File: src/rtl/layer_sequencer_pkg.sv
// Shared definitions for the conv-accelerator layer sequencer:
// FSM encodings, watchdog width and the packed config-record width.
package layer_sequencer_pkg;

  localparam logic [2:0] ST_IDLE    = 3'd0;
  localparam logic [2:0] ST_LOAD    = 3'd1;
  localparam logic [2:0] ST_FILL    = 3'd2;
  localparam logic [2:0] ST_COMPUTE = 3'd3;
  localparam logic [2:0] ST_NEXT    = 3'd4;
  localparam logic [2:0] ST_FINISH  = 3'd5;

  typedef enum logic [2:0] {
    IDLE    = ST_IDLE,
    LOAD    = ST_LOAD,
    FILL    = ST_FILL,
    COMPUTE = ST_COMPUTE,
    NEXT    = ST_NEXT,
    FINISH  = ST_FINISH
  } seq_state_t;

  localparam int WDOG_W = 20;

  // A config record is {weight_addr, weight_size, num_filters}.
  function automatic int cfg_rec_w(input int addr_w, input int dim_w);
    return addr_w + 2 * dim_w;
  endfunction

  localparam int DEF_ADDR_W = 14;
  localparam int DEF_DIM_W  = 16;
  localparam int CFG_REC_W  = cfg_rec_w(DEF_ADDR_W, DEF_DIM_W);

endpackage

File: src/rtl/layer_cfg_table.sv
// Per-layer configuration register file: one synchronous write port,
// one asynchronous read port addressed by the layer in progress.
module layer_cfg_table #(
  parameter int idx_w = 2,
  parameter int rec_w = 46
) (
  input  logic             clk,
  input  logic             we,
  input  logic [idx_w-1:0] widx,
  input  logic [rec_w-1:0] wdata,
  input  logic [idx_w-1:0] ridx,
  output logic [rec_w-1:0] rdata
);

  // NOTE: the storage array has no reset; the host must write every entry
  // it intends to run, and contents survive a sequencer reset.
  logic [rec_w-1:0] mem [2**idx_w];

  // NOTE: sequential state is always updated with non-blocking assignments.
  always_ff @(posedge clk) begin
    if (we) mem[widx] <= wdata;
  end

  assign rdata = mem[ridx];

endmodule

File: src/rtl/layer_sequencer.sv
// Layer scheduler: per layer, restart + run weight/data fill in parallel,
// then compute. Optional watchdog enabled by defining SEQ_TIMEOUT_EN.
module layer_sequencer
  import layer_sequencer_pkg::*;
#(
  parameter int dim_data_size = 16,
  parameter int addr_width    = 14,
  parameter int layer_idx_w   = 2
) (
  input  logic                     clk,
  input  logic                     reset,
  input  logic                     cfg_we,
  input  logic [layer_idx_w-1:0]   cfg_idx,
  input  logic [addr_width-1:0]    cfg_weight_addr,
  input  logic [dim_data_size-1:0] cfg_weight_size,
  input  logic [dim_data_size-1:0] cfg_num_filters,
  input  logic [layer_idx_w:0]     layer_count,
  input  logic                     start,
  output logic                     wf_reset_n,
  output logic                     wf_enable,
  output logic [addr_width-1:0]    wf_initial_address,
  output logic [dim_data_size-1:0] wf_weight_size,
  output logic [dim_data_size-1:0] wf_number_filters,
  input  logic                     wf_done,
  output logic                     df_reset_n,
  output logic                     df_enable,
  input  logic                     df_done,
  output logic                     comp_enable,
  input  logic                     comp_done,
  output logic [layer_idx_w-1:0]   cur_layer,
  output logic                     busy,
  output logic                     done,
  output logic                     error
);

  localparam int REC_W = cfg_rec_w(addr_width, dim_data_size);
  localparam int CNT_W = layer_idx_w + 1;

  seq_state_t             state, next_state;
  logic [layer_idx_w-1:0] cur_layer_n;
  logic                   wf_seen, df_seen, wf_seen_n, df_seen_n;
  logic                   sub_reset_n;
  logic                   last_layer;
  logic                   timeout;
  logic                   tbl_we;
  logic [REC_W-1:0]       rd_rec;

  // The table is frozen while a run is in flight.
  assign tbl_we = cfg_we && (state == IDLE || state == FINISH);

  layer_cfg_table #(
    .idx_w (layer_idx_w),
    .rec_w (REC_W)
  ) u_cfg_table (
    .clk   (clk),
    .we    (tbl_we),
    .widx  (cfg_idx),
    .wdata ({cfg_weight_addr, cfg_weight_size, cfg_num_filters}),
    .ridx  (cur_layer),
    .rdata (rd_rec)
  );

  assign last_layer = ({1'b0, cur_layer} == layer_count - CNT_W'(1));

  always_ff @(posedge clk or negedge reset) begin
    if (!reset) state <= IDLE;
    else        state <= next_state;
  end

  // NOTE: every variable written here gets a default first, so no latch
  // can be inferred on any path through the case statement.
  always_comb begin
    next_state  = state;
    cur_layer_n = cur_layer;
    wf_seen_n   = wf_seen;
    df_seen_n   = df_seen;
    unique case (state)
      IDLE: begin
        if (start) begin
          cur_layer_n = '0;
          next_state  = (layer_count == '0) ? FINISH : LOAD;
        end
      end
      LOAD: begin
        wf_seen_n  = 1'b0;
        df_seen_n  = 1'b0;
        next_state = FILL;
      end
      FILL: begin
        wf_seen_n = wf_seen | wf_done;
        df_seen_n = df_seen | df_done;
        if (wf_seen_n && df_seen_n) next_state = COMPUTE;
      end
      COMPUTE: begin
        if (comp_done) next_state = NEXT;
      end
      NEXT: begin
        if (last_layer) begin
          next_state = FINISH;
        end else begin
          cur_layer_n = cur_layer + layer_idx_w'(1);
          next_state  = LOAD;
        end
      end
      FINISH: begin
        if (!start) next_state = IDLE;
      end
      default: next_state = IDLE;
    endcase
    if (timeout) next_state = FINISH;
  end

  // Control outputs are registered from the next state so they change
  // cleanly on the edge that enters each state.
  always_ff @(posedge clk or negedge reset) begin
    if (!reset) begin
      cur_layer          <= '0;
      wf_seen            <= 1'b0;
      df_seen            <= 1'b0;
      sub_reset_n        <= 1'b0;
      wf_enable          <= 1'b0;
      df_enable          <= 1'b0;
      comp_enable        <= 1'b0;
      busy               <= 1'b0;
      done               <= 1'b0;
      wf_initial_address <= '0;
      wf_weight_size     <= '0;
      wf_number_filters  <= '0;
    end else begin
      cur_layer   <= cur_layer_n;
      wf_seen     <= wf_seen_n;
      df_seen     <= df_seen_n;
      sub_reset_n <= !(next_state inside {IDLE, LOAD});
      wf_enable   <= (next_state == FILL) && !wf_seen_n;
      df_enable   <= (next_state == FILL) && !df_seen_n;
      comp_enable <= (next_state == COMPUTE);
      busy        <= !(next_state inside {IDLE, FINISH});
      done        <= (next_state == FINISH);
      if (state == LOAD) begin
        {wf_initial_address, wf_weight_size, wf_number_filters} <= rd_rec;
      end
    end
  end

  assign wf_reset_n = sub_reset_n;
  assign df_reset_n = sub_reset_n;

`ifdef SEQ_TIMEOUT_EN
  logic [WDOG_W-1:0] wdog;
  logic              error_q;

  assign timeout = (state == FILL || state == COMPUTE) && (wdog == '1);

  // Restarts on every state change; only advances while waiting on a sub-block.
  always_ff @(posedge clk or negedge reset) begin
    if (!reset) begin
      wdog    <= '0;
      error_q <= 1'b0;
    end else begin
      if (next_state != state)                    wdog <= '0;
      else if (state == FILL || state == COMPUTE) wdog <= wdog + WDOG_W'(1);
      if (timeout)                                error_q <= 1'b1;
      else if (state == IDLE && start)            error_q <= 1'b0;
    end
  end

  assign error = error_q;
`else
  assign timeout = 1'b0;
  assign error   = 1'b0;
`endif

endmodule

File: config.mk
export PLATFORM = sky130hd
export DESIGN_NAME = layer_sequencer
export DESIGN_NICKNAME = d
export VERILOG_FILES = /design/src/rtl/layer_sequencer_pkg.sv /design/src/rtl/layer_cfg_table.sv /design/src/rtl/layer_sequencer.sv
export SDC_FILE = /design/constraint.sdc
export NUM_CORES = 1
export LEC_CHECK = 0
export CAP_MARGIN = 20
export CORE_MARGIN = 2
export CORE_UTILIZATION = 30
export DETAILED_ROUTE_END_ITERATION = 6
export PLACE_DENSITY_LB_ADDON = 0.08
export RECOVER_POWER = 100
export SLEW_MARGIN = 20
export SYNTH_ARGS = -nofsm -noshare
export SYNTH_HDL_FRONTEND = slang
export SYNTH_HIERARCHICAL = 1
export SYNTH_SLANG_ARGS = --single-unit
export TNS_END_PERCENT = 100
File: constraint.sdc
create_clock -name clk -period 7.6 [get_ports clk]
set_input_delay 1.9 -clock clk [delete_from_list [all_inputs] [get_ports clk]]
set_output_delay 1.9 -clock clk [all_outputs]
set_load 0.005 [all_outputs]
==> results.py <==
metrics = {
    "outcome": {
        "status": "finished with violations",
        "violations": "max-capacitance violations, max-slew violations",
    },
    "timing": {
        "slew_violations": 90,
        "fin_ws_ns": 2.22,
        "fin_hold_ws_ns": 0.479,
        "rsz0062_at_grt": "no",
        "post-route-period-util": 0.708,
        "tightest_slew_ns": 4.36,
        "setup_violations": 0,
        "hold_viol": 0,
        "period_needed_ns": 5.38,
        "slew_headroom": -1.91,
        "fmax_mhz": 186,
        "finClkSkew_ns": 0.00919,
        "tns_ns": 0,
    },
    "routing": {
        "vias": 4313,
        "first_pass_iters": 4,
        "wirelength_um": 18500,
        "drt_iter0_markers": 221,
        "drc_errors": 0,
        "ant_nets": 0,
        "drt-wirelength-per-cell_um": 19.4,
        "viasPerCell": 4.53,
    },
    "setup_path": {
        "cpPeakStageDelay_ns": 1.85,
        "worst-path-buf-inv": 2,
        "path_max_fanout": 37,
        "cpLargestDelayFamily": "buffers and inverters",
        "arrival_ns": 5.47,
        "cp.required_ns": 7.69,
        "worstSetupStartpointType": "primary input",
        "critPathSlowestCell": "clkbuf_1",
        "path_class": "in2reg",
        "end_kind": "register",
        "crit_chain": "dlygate4sd3_1 > nor4bb_1 > and3b_1 > clkbuf_1",
    },
    "grt": {
        "gr-total-overflow": 0,
        "groute.usage.overall": 0.117,
        "grt_start_max_net_pins": 60,
        "grt_pass1_vias": 4620,
        "grt_pass1_wl_um": 27700,
        "antenna_found_initial": 0,
    },
    "clock_network": {
        "cts_setup_buffers": 0,
        "clk_pin_slew_ns": 0.06,
        "cts_sinks": 243,
        "cts_buffer_depth": 3,
        "htreeDepth": 1,
        "ctsResizeCount": 0,
        "tritoncts": "done",
        "cts_made_buffers": 28,
        "insertion_delay_ns": 0.53,
        "ctsHoldBuffers": 0,
        "cts_root_buf": "clkbuf_16",
    },
    "floorplan": {
        "dieArea_um2": 31900,
        "initial_core_util": 0.307,
        "fp.coreArea_um2": 29800,
        "rows": 63,
        "die_h_um": 179,
        "io_pins": 114,
        "fp.dieW_um": 179,
    },
    "power": {
        "p_leak_nw": 3.95,
        "p_per_area_nw_per_um2": 354,
        "vdd_ir_drop_max_mv": 0.173,
        "finalPower_mw": 4.08,
    },
    "synth": {
        "synth-seq-area-share": 0.765,
        "synthFlopType": "edfxtp_1",
        "synthAdderAreaFrac": 0.00274,
        "synth_edf_count": 184,
        "synthCells": 411,
        "synthXorXnorAreaFrac": 0.00191,
        "synth_seq_cells": 243,
        "avgSynthCellArea_um2": 22.3,
        "syn_area_um2": 9150,
        "synth_compound_area_frac": 0.0131,
        "syn_nets": 471,
        "ys_types": 43,
        "synth_top_family_by_area": "multiplexers",
        "synthMuxAreaShare": 0.172,
        "yosys.area_share.simple": 0.0217,
        "yosysWarningCount": 6,
        "synthArstFlopShare": 0.243,
    },
    "place": {
        "dpl_worst_slack_ns": 3.24,
        "port_buffers": 112,
        "dp_hpwl_um": 10600,
        "gp_congestion": 0.740,
    },
    "finish": {
        "diodes": 0,
        "fin_nets": 601,
        "fill_cells": 2736,
        "drive_gt1_frac": 0.249,
        "syn2layout_area_growth_pct": 26.0,
    },
    "flow_run": {
        "drv_cap": 2,
    },
    "worst_hold_path": {
        "min_path_type": "reg2reg",
    },
}
==> stage by stage <==
step	utilization	instance area [um^2]	instances
floorplan	-	9150	411
global route	0.387	11500	952
finish	0.387	11500	952
detailed placement	0.357	10600	901
global placement	0.357	10600	901
CTS	0.388	11600	952
==> cell type report <==
type / instances / area [um^2] / share of cell area
flip-flops and latches: 243 / 7010 / 0.608
multi-input cells: 143 / 1930 / 0.167
repair buffers: 119 / 1160 / 0.101
clock buffers: 36 / 772 / 0.0670
well taps: 390 / 488 / 0.0423
clock inverters: 15 / 150 / 0.0130
inverters: 6 / 22.5 / 0.00195
==> cell usage after synthesis (2+ instances only) <==
| library cell | count | area (um^2) |
|---|---|---|
| edfxtp_1 | 184 | 5530 |
| nor2_1 | 6 | 22.5 |
| a22o_1 | 2 | 17.5 |
| dfrtp_1 | 59 | 1480 |
| mux2_2 | 43 | 484 |
| and3b_1 | 2 | 17.5 |
| ha_1 | 2 | 25.0 |
| buf_4 | 6 | 45.0 |
| inv_1 | 6 | 22.5 |
| mux4_2 | 40 | 901 |
| nand2b_1 | 2 | 12.5 |
| o21ai_0 | 3 | 15.0 |
| a21oi_1 | 2 | 10.0 |
| nand2_1 | 5 | 18.8 |
| nor3_1 | 2 | 10.0 |
| buf_12 | 4 | 80.1 |
| or2_2 | 2 | 12.5 |
| buf_2 | 6 | 30.0 |
| xor2_1 | 2 | 17.5 |
| mux4_1 | 6 | 158 |
| mux2_1 | 3 | 33.8 |
| buf_6 | 2 | 22.5 |
| nor2b_1 | 2 | 12.5 |
==> registers in the layout, summed over array words and instances (netlist names) <==
signal              flops
comp_enable             1
done                    1
busy                    1
u_cfg_table/mem       184
df_enable               1
wf_initial_address     14
wf_seen                 1
df_seen                 1
state                   3
df_reset_n              1
wf_weight_size         16
cur_layer               2
wf_number_filters      16
wf_enable               1
==> layout by cell type, fill, tap and decap left out, types with 3 or more instances in the layout <==
master	n
buf_4	6
dfrtp_1	57
mux4_2	40
mux4_1	6
bufinv_16	3
clkbuf_16	29
clkinv_1	4
mux2_1	3
clkinv_2	6
mux2_2	43
nor2_1	6
clkdlybuf4s50_1	6
inv_1	6
nand2_1	5
clkbuf_1	7
edfxtp_1	184
o21ai_0	3
dlygate4sd3_1	105
==> metal layers <==
layer  routed length (um)  share of wire  GRT usage
met5                    0              0          0
met2                 9310           0.50      0.201
met3                  862          0.047     0.0207
met4                  397          0.021     0.0346
met1                 7910           0.43      0.151
==> power by group <==
group          internal (mW)  switching (mW)  total (mW)
sequential              1.66          0.0978        1.75
clock                  0.813           0.509        1.32
combinational          0.583           0.422        1.01
==> logic make-up (layout without fill, tap and decap cells) <==
group / count (synthesis) / after routing
adders and majority gates: 2 / 2
other: 1 / 1
xor gates and xnor gates: 2 / 2
DFF: 243 / 243
buffers and inverters: 25 / 176
and+or+nand+nor: 32 / 32
muxes: 92 / 92
AOI/OAI and AO/OA: 14 / 14
==> worst paths after layout <==
kind / cells after the start / end / start / slack [ns]
worst max-delay path: 4 / u_cfg_table/mem[2][11] / cfg_we / 2.22
worst min-delay path: 1 / wf_number_filters[3] / wf_number_filters[3] / 0.48
worst max register to register: 5 / cur_layer[1] / cur_layer[0] / 2.69
worst min register to register: 1 / wf_number_filters[3] / wf_number_filters[3] / 0.48
max in group asynchronous: 1 / cur_layer[0] / reset / 5.49
min in group asynchronous: 1 / wf_weight_size[14] / reset / 1.49
Note: power is estimated with default switching activity, not from simulation.
